**config.mk**
```make
export PLATFORM = sky130hd
export DESIGN_NAME = shift_sequencer_flat
export DESIGN_NICKNAME = d
export VERILOG_FILES = /design/src/rtl/shift_sequencer_if.sv /design/src/rtl/shift_sequencer.sv /design/src/flat_wrapper.sv
export SDC_FILE = /design/constraint.sdc
export NUM_CORES = 1
export LEC_CHECK = 0
export ABC_AREA = 1
export BUFFER_PORTS_ARGS = -buffer_cell sky130_fd_sc_hd__buf_2
export CORE_UTILIZATION = 48
export CTS_BUF_LIST = sky130_fd_sc_hd__clkbuf_16
export DETAILED_ROUTE_END_ITERATION = 16
export GPL_ROUTABILITY_DRIVEN = 0
export GPL_TIMING_DRIVEN = 0
export PLACE_DENSITY = 0.7
export SLEW_MARGIN = 20
export SYNTH_ARGS = -nofsm -noshare
export SYNTH_HDL_FRONTEND = slang
export SYNTH_SLANG_ARGS = --single-unit
export TNS_END_PERCENT = 1
```
**constraint.sdc**
```tcl
create_clock -name clk -period 3.43 [get_ports clk]
set_input_delay 0.8575 -clock clk [delete_from_list [all_inputs] [get_ports clk]]
set_output_delay 0.8575 -clock clk [all_outputs]
set_load 0.02 [all_outputs]
```
**src/rtl/shift_sequencer_if.sv**
```systemverilog
`default_nettype none
// ============================================================================
//  Module   : shift_sequencer_if
//  Brief    : Request/response handshake bundle for the shift sequencer.
//  Revision : 1.0 - initial release
// ============================================================================
interface shift_sequencer_if #(
    parameter int WIDTH   = 32,
    parameter int SHAMT_W = 5
);
    logic               in_valid;
    logic               in_ready;
    logic [1:0]         op;
    logic [SHAMT_W-1:0] shamt;
    logic [WIDTH-1:0]   operand;
    logic               flush;
    logic               out_valid;
    logic               out_ready;
    logic [WIDTH-1:0]   result;
    logic               busy;
    logic               err;

    modport master (
        output in_valid, op, shamt, operand, flush, out_ready,
        input  in_ready, out_valid, result, busy, err
    );

    modport slave (
        input  in_valid, op, shamt, operand, flush, out_ready,
        output in_ready, out_valid, result, busy, err
    );
endinterface
`default_nettype wire

```
**src/rtl/shift_sequencer.sv**
```systemverilog
`default_nettype none
// ============================================================================
//  Module   : shift_sequencer
//  Brief    : Multi-cycle SLL/SRL/SRA unit, up to 2 bit positions per cycle.
//  Revision : 1.0 - initial release
// ============================================================================
module shift_sequencer #(
    parameter int WIDTH   = 32,
    parameter int SHAMT_W = 5
) (
    input  wire                clk,
    input  wire                rst_n,
    shift_sequencer_if.slave   bus
);

    localparam logic [1:0]         c_op_sll = 2'b00;
    localparam logic [1:0]         c_op_sra = 2'b10;
    localparam logic [1:0]         c_op_ill = 2'b11;
    localparam logic [SHAMT_W-1:0] c_two    = SHAMT_W'(2);
    localparam logic [SHAMT_W-1:0] c_zero   = '0;

    typedef enum logic [1:0] {
        S_IDLE  = 2'd0,
        S_SHIFT = 2'd1,
        S_DONE  = 2'd2
    } state_t;

    state_t             r_state;
    state_t             w_state_next;
    logic [WIDTH-1:0]   r_data;
    logic [WIDTH-1:0]   w_data_next;
    logic [SHAMT_W-1:0] r_cnt;
    logic [SHAMT_W-1:0] w_cnt_next;
    logic [1:0]         r_op;
    logic [1:0]         w_op_next;
    logic               r_sign;
    logic               w_sign_next;
    logic [WIDTH-1:0]   r_result;
    logic [WIDTH-1:0]   w_result_next;
    logic               r_err;
    logic               w_err_next;

    logic               w_fill;
    logic               w_step2;
    logic [WIDTH-1:0]   w_shifted;
    logic [SHAMT_W-1:0] w_cnt_dec;

    // SRA replicates the sign captured at accept time, not the current MSB.
    assign w_fill  = (r_op == c_op_sra) && r_sign;
    assign w_step2 = (r_cnt >= c_two);

    always_comb begin
        w_shifted = r_data;
        w_cnt_dec = c_zero;
        if (w_step2) begin
            w_cnt_dec = r_cnt - c_two;
            if (r_op == c_op_sll) begin
                w_shifted = {r_data[WIDTH-3:0], 2'b00};
            end else begin
                w_shifted = {w_fill, w_fill, r_data[WIDTH-1:2]};
            end
        end else begin
            if (r_op == c_op_sll) begin
                w_shifted = {r_data[WIDTH-2:0], 1'b0};
            end else begin
                w_shifted = {w_fill, r_data[WIDTH-1:1]};
            end
        end
    end

    always_comb begin
        w_state_next  = r_state;
        w_data_next   = r_data;
        w_cnt_next    = r_cnt;
        w_op_next     = r_op;
        w_sign_next   = r_sign;
        w_result_next = r_result;
        w_err_next    = 1'b0;
        case (r_state)
            S_IDLE: begin
                // flush outranks a pending request in IDLE
                if (!bus.flush && bus.in_valid) begin
                    w_data_next = bus.operand;
                    w_op_next   = bus.op;
                    w_sign_next = bus.operand[WIDTH-1];
                    w_cnt_next  = bus.shamt;
                    if (bus.op == c_op_ill) begin
                        w_err_next    = 1'b1;
                        w_result_next = bus.operand;
                        w_state_next  = S_DONE;
                    end else if (bus.shamt == c_zero) begin
                        w_result_next = bus.operand;
                        w_state_next  = S_DONE;
                    end else begin
                        w_state_next  = S_SHIFT;
                    end
                end
            end
            S_SHIFT: begin
                if (bus.flush) begin
                    w_state_next = S_IDLE;
                end else begin
                    w_data_next = w_shifted;
                    w_cnt_next  = w_cnt_dec;
                    if (w_cnt_dec == c_zero) begin
                        w_result_next = w_shifted;
                        w_state_next  = S_DONE;
                    end
                end
            end
            S_DONE: begin
                if (bus.flush || bus.out_ready) begin
                    w_state_next = S_IDLE;
                end
            end
            default: begin
                w_state_next = S_IDLE;
            end
        endcase
    end

    always_ff @(posedge clk or negedge rst_n) begin
        if (!rst_n) begin
            r_state  <= S_IDLE;
            r_data   <= '0;
            r_cnt    <= '0;
            r_op     <= 2'b00;
            r_sign   <= 1'b0;
            r_result <= '0;
            r_err    <= 1'b0;
        end else begin
            r_state  <= w_state_next;
            r_data   <= w_data_next;
            r_cnt    <= w_cnt_next;
            r_op     <= w_op_next;
            r_sign   <= w_sign_next;
            r_result <= w_result_next;
            r_err    <= w_err_next;
        end
    end

    assign bus.in_ready  = (r_state == S_IDLE);
    assign bus.out_valid = (r_state == S_DONE);
    assign bus.busy      = (r_state != S_IDLE);
    assign bus.result    = r_result;
    assign bus.err       = r_err;

endmodule
`default_nettype wire

```
**src/flat_wrapper.sv**
```systemverilog
// flat-port wrapper written by rule: the top's interface ports become plain ports
module shift_sequencer_flat 
#(
    parameter int WIDTH   = 32,
    parameter int SHAMT_W = 5
)
  (clk, rst_n, bus_in_valid, bus_op, bus_shamt, bus_operand, bus_flush, bus_out_ready, bus_in_ready, bus_out_valid, bus_result, bus_busy, bus_err);
  shift_sequencer_if #(.WIDTH(WIDTH), .SHAMT_W(SHAMT_W)) bus_i ();
  input  wire clk;
  input  wire rst_n;
  input wire logic [$bits(bus_i.in_valid)-1:0] bus_in_valid;
  input wire logic [$bits(bus_i.op)-1:0] bus_op;
  input wire logic [$bits(bus_i.shamt)-1:0] bus_shamt;
  input wire logic [$bits(bus_i.operand)-1:0] bus_operand;
  input wire logic [$bits(bus_i.flush)-1:0] bus_flush;
  input wire logic [$bits(bus_i.out_ready)-1:0] bus_out_ready;
  output wire logic [$bits(bus_i.in_ready)-1:0] bus_in_ready;
  output wire logic [$bits(bus_i.out_valid)-1:0] bus_out_valid;
  output wire logic [$bits(bus_i.result)-1:0] bus_result;
  output wire logic [$bits(bus_i.busy)-1:0] bus_busy;
  output wire logic [$bits(bus_i.err)-1:0] bus_err;
  assign bus_i.in_valid = bus_in_valid;
  assign bus_i.op = bus_op;
  assign bus_i.shamt = bus_shamt;
  assign bus_i.operand = bus_operand;
  assign bus_i.flush = bus_flush;
  assign bus_i.out_ready = bus_out_ready;
  assign bus_in_ready = bus_i.in_ready;
  assign bus_out_valid = bus_i.out_valid;
  assign bus_result = bus_i.result;
  assign bus_busy = bus_i.busy;
  assign bus_err = bus_i.err;
  shift_sequencer #(.WIDTH(WIDTH), .SHAMT_W(SHAMT_W)) u_core (.clk(clk), .rst_n(rst_n), .bus(bus_i));
endmodule
```
Word-level counts from Yosys, hierarchy flattened. Cells that the tools add are included.

Flip-flop bits (word level): 75. Output and inout port bits: 36.

Add/sub/neg operators: 1. Magnitude comparators: 1. Equality and inequality tests: 10. Mux-type cells: 26. Reduce and logical (&&, ||, !) cells: 14.

Operators with widths (count): 32-bit 2-to-1 mux (10); 32-bit one-hot mux with 2 select lines (2); 5-bit 2-to-1 mux (3); 2-bit 2-to-1 mux (6); 5-bit zero test (2); 5-bit one-hot mux with 2 select lines (1); 2-bit == test (second input constant) (3); 2-bit by 1-bit inequality test with 1-bit output (second input constant) (3); 2-bit one-hot mux with 3 select lines (1); 3-bit AND reduction (2); 5-bit by 2-bit >= comparator with 1-bit output (second input constant) (1); 5-bit AND reduction (1); 5-bit by 2-bit subtractor with 5-bit output (second input constant) (1); 2-bit zero test (2); 2-bit nonzero test (2); 1-bit 2-to-1 mux (3); 3-bit by 1-bit inequality test with 1-bit output (second input constant) (1); 3-bit by 2-bit inequality test with 1-bit output (second input constant) (1); 2-bit by 1-bit == test with 1-bit output (second input constant) (1); 1-bit logical AND (2); 2-bit inequality test (second input constant) (1); 2-bit AND reduction (1); 1-bit zero test (1); 1-bit logical OR (1).

Depth between registers and ports, before layout. Gate-level depths: netlist of the first run.

Depth in word-level cells: 7. Mapped depth: 12. Gate-level depth less buffers: 11.

Least setup slack after synthesis of the first run. No wires, ideal clock.

Path kind: flip-flop to output port. From: reg u_core.r_state[0]. To: out bus_busy. Arrival time: 1002 ps. Required time: 2572 ps. Setup slack: 1571 ps. Cell stages (with the launch flop): 3. Cells stage by stage: dfrtp_1 nor2_1 inv_1.

Longest elaborated chain between the ends: 1.

RTL lines: start: declaration (line shift_sequencer.sv:28) `state_t r_state;`; start signal: assignment (line shift_sequencer.sv:132) `r_state <= w_state_next;`; 2-bit nonzero test (line shift_sequencer.sv:144) `assign bus.busy = (r_state != S_IDLE);`; end: declaration (line flat_wrapper.sv:20) `output wire logic [$bits(bus_i.busy)-1:0] bus_busy;`.

Every way passes these cells.

Worst setup path after layout of the first run. Ends and elaborated chain as after synthesis.

==> impl_metrics.ini, run 1 <==
[cts]
cts_buffers = 9
cts_tree = yes
post_cts_buffers = 0
cts.clk_slew.worst_paths_ns = 0.06
cts_hold_buf = 0
clockBufferDepth = 2
clock_sinks = 75
clkLatencyLatePin_ns = 0.34
cts-htree-levels = 3
clockRootBuffer = clkbuf_16
cts_resized = 0

[grt]
use_met2 = 0.461
first_global_vias = 4481
busiest_layer = met2
grt_util_met3 = 0.0523
track_usage = 0.267
grt-ovfl-total = 0
grt_pass1_wl_mm = 20.5
use_met1 = 0.341
antenna_found_initial = 0
grt_max_degree = 40

[timing]
setup_viol = 0
finalMaxSlewViolations = 0
finalHoldViolations = 0
fmax_mhz = 486
finalCriticalPeriod_ns = 2.06
setup-tns-final_ns = 0
period_share = 0.600
rsz0062_at_grt = false
timing.slew.headroom = 0.638
tightest_slew_ns = 0.543
fin_skew_ns = 0.00695

[placement]
io_buffers = 79
post_dp_cell_area_um2 = 4950
dp_hpwl_mm = 8.89

[finish]
drive_gt1_frac = 0.175
nNetsFinal = 812
areaGrowthSynthToFinish_pct = 20.1
final_area_um2 = 5290
diodes = 0
final_core_util = 0.600

[logic_synthesis]
synth_flop_cell = dfrtp_1
seq_area_frac_synth = 0.426
synth.avg_cell_area_um2 = 6.51
synth_fp_nets = 721
ys_types = 24
synth_area_leaders = dfrtp_1 (43%), nand2_1 (22%), nor2_1 (11%)
synth_edf_count = 0
synth-async-reset-ratio = 1.00
yosys-top-cells-count = nand2_1 (257), nor2_1 (128), dfrtp_1 (75)
syn_inst = 676
yosys.area.top_type = dfrtp_1
syn_area_um2 = 4400
yosysMostFrequentCell = nand2_1
yosysTopAreaCellShare = 0.426
ys_ff_latch = 75
ys_warn_count = 0

[worst_setup_path]
critPathLaunchType = flop
cp-startpoint = u_core.r_state[0]
critical_path_class = reg2out
worstSetupPathDepth = 3
cp_max_fo = 4
cpLargestDelayFamily = flip-flops
slowest_stage = dfrtp_1
r2r-start = u_core.r_cnt[1]
r2r_setup_slack_ns = 1.46
crit_end = bus_busy
cp.arrival_ns = 1.20
cp_num_buf_inv = 2
crit_chain = nor2_1 > inv_1 > buf_2
end_kind = output port
rr_endpoint = u_core.bus.result[15]
critPathMaxStageDelay_ns = 0.42
cp.required_ns = 2.57
reg2regPathDepth = 12

[hold_path]
hold_class = reg2reg

[die]
io_pins = 80
floorplan.initialDensity = 0.500
core-area_um2 = 8810
fp-row-count = 34
die_h_um = 97.7
dieArea_um2 = 9550
die_w_um = 97.7

[run_status]
outcome = finished, violations left
violations = DRC

[drt]
dr_total_vias = 4536
drtAntennaViolNets = 0
remaining_drc_errors = 5
avgRoutedWirePerCell_um = 13.6
finalWirelength_mm = 11.9
first_iter_violations = 280
avgViaCountPerCell = 5.16
first_pass_iters = 13

[power]
p_per_area_nw_per_um2 = 1100
vdd_drop_max_mv = 0.568
power_leakage_nw = 2.99
power_mw = 5.79

[run]
drv_cap = 0
## power by group
group          internal (mW)  switching, mW
Combinational           1.04           2.22
Sequential              1.29          0.178
Clock                  0.703          0.368
Total                   3.03           2.76
## placed cells by master, fill, tap and decap left out, drive strengths merged
cell	count
dfrtp	75
nor2	131
or2	1
clkbuf	11
o21ai	41
nor3	1
nand2	262
o211ai	1
o22ai	4
ha	1
bufinv	3
clkinv	2
buf	113
inv	53
a21oi	2
nand3	70
## stage by stage
| step | std cells | setup WS, ns | hold WS, ns |
|---|---|---|---|
| 6_report | 879 | 1.37 | 0.473 |
| 3_3_place_gp | 863 | 1.01 | 0.454 |
| 5_1_grt | 879 | 1.25 | 0.489 |
| 2_1_floorplan | 676 | 1.57 | 0.449 |
| 3_5_place_dp | 864 | 1.32 | 0.461 |
| 4_1_cts | 879 | 1.35 | 0.477 |
## tightest hold or removal path, cell delays in order (launching register included)
cell     delay [ns]
dfrtp_1        0.34
nand2_1        0.05
nand2_1        0.05
## flip-flops by register name, indices dropped and copies added (netlist names)
| signal | count |
|---|---|
| u_core.r_sign | 1 |
| u_core.bus.result | 32 |
| u_core.bus.err | 1 |
| u_core.r_cnt | 5 |
| u_core.r_state | 2 |
| u_core.r_op | 2 |
| u_core.r_data | 32 |
## layout make-up
cell class                 count  area, µm²
clock buffer                   9        225
tap                          108        135
multi-input combinational    514       2140
inverter                      52        195
clock inverter                 6        106
sequential                    75       1880
fill                         891       3520
timing repair buffer          80        418
buffer                        35        191
## cells by family after synthesis
| group | count (synthesis) | synth area share |
|---|---|---|
| buffers and inverters | 87 | 0.0879 |
| adder cells (fa/ha/maj) | 1 | 0.00284 |
| AND/OR/NAND/NOR | 465 | 0.426 |
| AO/OA/AOI/OAI | 48 | 0.0563 |
| flip-flops | 75 | 0.426 |
## layer usage
layer | wire (µm) | up-vias
li1 | - | 2267
met1 | 5340 | 2104
met2 | 5820 | 150
met3 | 598 | 15
met4 | 173 | 0
met5 | 0 | -
## worst min path at each step
stage                               start               endpoint  slack [ns]  cells past startpoint
floorplan                   u_core.r_sign          u_core.r_sign        0.45                      2
global placement     u_core.bus.result[0]   u_core.bus.result[0]        0.45                      2
detailed placement   u_core.bus.result[4]   u_core.bus.result[4]        0.46                      2
CTS                  u_core.bus.result[4]   u_core.bus.result[4]        0.48                      2
global route        u_core.bus.result[14]  u_core.bus.result[14]        0.49                      2
finish              u_core.bus.result[14]  u_core.bus.result[14]        0.47                      2
(Power assumes the default switching activity.)
==> inputs of run 2 (changes only) <==
clock period = 1.9 ns   (was 3.43 ns; I/O delays follow)
==> run 2 against run 1 <==
Net effect: the flow still finishes with violations (DRC); utilization grew 0.61 points; die area is the same; worst setup slack worse by 1.2 ns.
==> impl_metrics.ini, run 2 (synthesis gave the netlist of run 1 again) <==
[hold_path]
hold_class = in2async

[drt]
avgViaCountPerCell = 5.19
drtAntennaViolNets = 0
avgRoutedWirePerCell_um = 13.6
remaining_drc_errors = 5
first_pass_iters = 13
dr_total_vias = 4573
finalWirelength_mm = 12.0
first_iter_violations = 289

[run]
drv_cap = 0

[cts]
cts_hold_buf = 0
cts_buffers = 9
cts-htree-levels = 3
clockRootBuffer = clkbuf_16
clockBufferDepth = 2
clock_sinks = 75
cts.clk_slew.worst_paths_ns = 0.06
clkLatencyLatePin_ns = 0.34
cts_tree = yes

[die]
die_w_um = 97.7
floorplan.initialDensity = 0.500
dieArea_um2 = 9550
die_h_um = 97.7
io_pins = 80
fp-row-count = 34
core-area_um2 = 8810

[timing]
setup-tns-final_ns = 0
period_share = 0.931
tightest_slew_ns = 0.515
setup_viol = 0
finalHoldViolations = 0
fin_skew_ns = 0.00591
timing.slew.headroom = 0.657
finalMaxSlewViolations = 0
fmax_mhz = 565
finalCriticalPeriod_ns = 1.77

[finish]
drive_gt1_frac = 0.186
final_core_util = 0.606
layout_common_cells = nand2_1 (256), nor2_1 (127), buf_2 (98), dfrtp_1 (75), nand3_1 (69)
layout_commonest_cell = nand2_1
nNetsFinal = 814
areaGrowthSynthToFinish_pct = 21.3
diodes = 0

[power]
power_leakage_nw = 3.01
vdd_drop_max_mv = 0.984
power_mw = 10.6
p_per_area_nw_per_um2 = 1990

[grt]
grt_max_degree = 40
grt_pass1_wl_mm = 20.6
antenna_found_initial = 0
track_usage = 0.267
first_global_vias = 4487
grt-ovfl-total = 0

[worst_setup_path]
cp_max_fo = 10
critical_path_class = reg2reg
critPathLaunchType = flop
crit_chain = inv_2 > buf_4 > nor2_2 > nand2_1 > nand2_4 > nand3_2 > nand2_2 > nand2_4 > nand2_4 > buf_6 > nand2_1 > nand2_1
end_kind = flop
cpLargestDelayFamily = simple AND/OR/NAND/NOR gates
cp.required_ns = 2.17
slowest_stage = dfrtp_1
cp.arrival_ns = 2.04
critPathMaxStageDelay_ns = 0.36
cp_num_buf_inv = 3

[run_status]
violations = DRC
outcome = finished, violations left

[placement]
io_buffers = 79
dp_hpwl_mm = 8.89
==> run 2: cell count changes in the layout (fill, tap and decap cells not counted), moves of 2 or more <==
cell	delta
buf_2	-4
clkbuf_2	+2
clkbuf_4	+4
buf_4	+2
==> run 2: routing by layer <==
metal,track usage,share of wire
met1,0.340,0.44
met2,0.465,0.49
met3,0.0537,0.051
met4,0.0699,0.016
met5,0,0
==> run 2: where the power goes <==
part | switching [mW] | leakage [nW] | internal, mW | total (mW)
sequential | 0.324 | 0.946 | 2.32 | 2.65
clock | 0.663 | 0.164 | 1.27 | 1.93
combinational | 4.06 | 1.90 | 1.96 | 6.02
total | 5.05 | 3.01 | 5.55 | 10.6
==> run 2: repair_timing <==
action | CTS | global route
setup endpoints to repair | 31 | 56
cloned | 0 | 0
setup buffers | 2 | 0
hold endpoints to repair | 0 | 0
resized for setup | 2 | 12
pin swaps | 2 | 1
==> run 2: cell type report <==
cell class	instances	area, µm²
multi-input cells	514	2160
clock inverters	6	106
well taps	108	135
repair buffers	82	433
inverters	52	195
fillers	878	3470
clock buffers	9	225
plain buffers	35	204
flip-flops and latches	75	1880
==> run 2: stage by stage <==
step                      cells  worst slack, ns  area, µm²  hold WS (ns)
after floorplan             676            0.245       4400         0.179
after global placement      863           -0.139       4930         0.454
after detailed placement    864          -0.0549       4950         0.461
after CTS                   881           0.0289       5310         0.123
after global routing        881         -0.00113       5340         0.153
final                       881            0.131       5340         0.103
==> run 2: path summary, 6_finish.rpt <==
path	cells after the start	slack, ns	to	from
worst max-delay path	12	0.13	u_core.bus.result[15]	u_core.r_cnt[1]
worst min-delay path	1	0.10	u_core.bus.result[13]	rst_n
worst max register to register	12	0.13	u_core.bus.result[15]	u_core.r_cnt[1]
worst min register to register	2	0.47	u_core.bus.result[14]	u_core.bus.result[14]
max in group asynchronous	2	1.21	u_core.bus.result[24]	rst_n
min in group clk	3	0.37	u_core.r_sign	bus_operand[31]
==> inputs of run 3 (changes only) <==
CORE_ASPECT_RATIO = 1.2   (was default)
==> run 3 against run 2 <==
Net effect: clock skew rose by 0.0032 ns; the run now ends clean; register-to-register slack got worse by 0.06 ns; clock power fell by 4%.
==> impl_metrics.ini, run 3 (synthesis gave the netlist of run 1 again) <==
[worst_setup_path]
cp_max_fo = 10
rr_endpoint = u_core.bus.result[25]
r2r-start = u_core.r_cnt[1]
critPathLaunchType = flop
r2r_setup_slack_ns = 0.08
end_kind = flop
reg2regPathDepth = 12
critical_path_class = reg2reg
cp.arrival_ns = 2.06
cp.required_ns = 2.13

[finish]
final_area_um2 = 5330
seq_area_um2 = 1880
nNetsFinal = 815
multiInputGateArea_um2 = 2150
layout_common_cells = nand2_1 (256), nor2_1 (127), buf_2 (100), dfrtp_1 (75), nand3_1 (69)
n_fill_cell = 862
final_core_util = 0.609
layout_commonest_cell = nand2_1
drive_gt1_frac = 0.188
diodes = 0
areaGrowthSynthToFinish_pct = 21.2

[grt]
grt_pass1_wl_mm = 20.2
antenna_found_initial = 0
track_usage = 0.278
grt-ovfl-total = 0
first_global_vias = 4502
grt_max_degree = 51

[cts]
cts.clk_slew.worst_paths_ns = 0.06
clock_sinks = 75
clkLatencyLatePin_ns = 0.35
cts_tree = yes
cts_hold_buf = 0
cts_buffers = 9
clockRootBuffer = clkbuf_16
cts-htree-levels = 3
clockBufferDepth = 2

[run]
drv_cap = 0

[placement]
io_buffers = 79
dp_hpwl_mm = 8.77
post_dp_cell_area_um2 = 4970
dp_slack_ns = -0.0406

[drt]
avgRoutedWirePerCell_um = 13.8
first_pass_iters = 5
remaining_drc_errors = 0
dr_total_vias = 4642
drtAntennaViolNets = 0
finalWirelength_mm = 12.3
avgViaCountPerCell = 5.20
first_iter_violations = 285

[die]
dieArea_um2 = 9560
core-area_um2 = 8750
floorplan.initialDensity = 0.503
die_w_um = 89.4
fp-row-count = 37
die_h_um = 107
io_pins = 80

[power]
power_mw = 10.5
vdd_drop_max_mv = 0.867
power_leakage_nw = 3.00
p_per_area_nw_per_um2 = 1980

[timing]
timing.slew.headroom = 0.652
timing.final.ws_setup_ns = 0.0751
period_share = 0.960
whs_ns = 0.0425
setup_viol = 0
finalCriticalPeriod_ns = 1.82
fin_skew_ns = 0.00906
fmax_mhz = 548
finalMaxSlewViolations = 0
tightest_slew_ns = 0.523
finalHoldViolations = 0

[run_status]
outcome = finished clean

[hold_path]
hold_class = in2async
-- run 3: cell types whose count changed in the layout (fill, tap and decap cells not counted), moves of 2 or more --
cell / previous run / this run
buf_4: 5 / 7
clkinv_2: 0 / 3
buf_2: 98 / 100
clkbuf_4: 4 / 1
clkbuf_2: 2 / 0
-- run 3: how the worst max path moves through the flow --
| stage | start | slack, ns | depth (start not counted) | to |
|---|---|---|---|---|
| 4_1_cts | u_core.r_cnt[1] | 0.02 | 12 | u_core.bus.result[25] |
| 3_3_place_gp | rst_n | -0.15 | 1 | u_core.bus.result[23] |
| 6_report | u_core.r_cnt[1] | 0.08 | 12 | u_core.bus.result[25] |
| 2_1_floorplan | u_core.r_state[0] | 0.24 | 9 | u_core.bus.result[10] |
| 5_1_grt | u_core.r_cnt[1] | -0.02 | 12 | u_core.bus.result[20] |
| 3_5_place_dp | u_core.r_cnt[1] | -0.04 | 11 | u_core.bus.result[11] |
-- run 3: cell type report --
cell class	instances	share of cell area
clock buffer	9	0.0422
tap	117	0.0275
sequential	75	0.352
timing repair buffer	83	0.0840
buffer	35	0.0368
inverter	52	0.0366
multi-input combinational	514	0.404
clock inverter	7	0.0171
-- run 3: worst max-delay path, stage by stage, from the launching register on --
cell	delay, ns
dfrtp_1	0.39
inv_2	0.08
ha_2	0.20
nand2_2	0.09
nor2_4	0.14
nand2_4	0.11
o21ai_2	0.09
nand2_2	0.10
nand2_4	0.13
nand2_4	0.10
buf_6	0.16
nand2_1	0.06
nand2_1	0.06
-- run 3: per-layer routing --
layer  routed length (µm)  up-vias  part of all wire  GRT usage
li1                     -     2282                 -          -
met3                  790       28             0.064     0.0639
met1                 5120     2141              0.42      0.336
met5                    0        -                 0          0
met2                 6010      191              0.49      0.456
met4                  383        0             0.031      0.144
-- run 3: report_power, final --
part | internal (mW) | switching, mW
Clock | 1.15 | 0.709
Combinational | 1.94 | 4.09
Sequential | 2.32 | 0.321
Total | 5.41 | 5.12
-- run 3: metrics by stage --
| step | std cells | setup TNS, ns |
|---|---|---|
| final | 892 | 0 |
| after global routing | 892 | -0.0431 |
| after CTS | 890 | 0 |
| after detailed placement | 873 | -0.411 |
| after global placement | 872 | -10.98 |
| after floorplan | 676 | 0 |
-- run 3: what timing repair did --
action                                  in CTS  in global routing
setup buffers                                1                  2
pin swaps                                    1                  1
endpoints found under the setup margin      30                 60
gates resized for setup                      2                  6
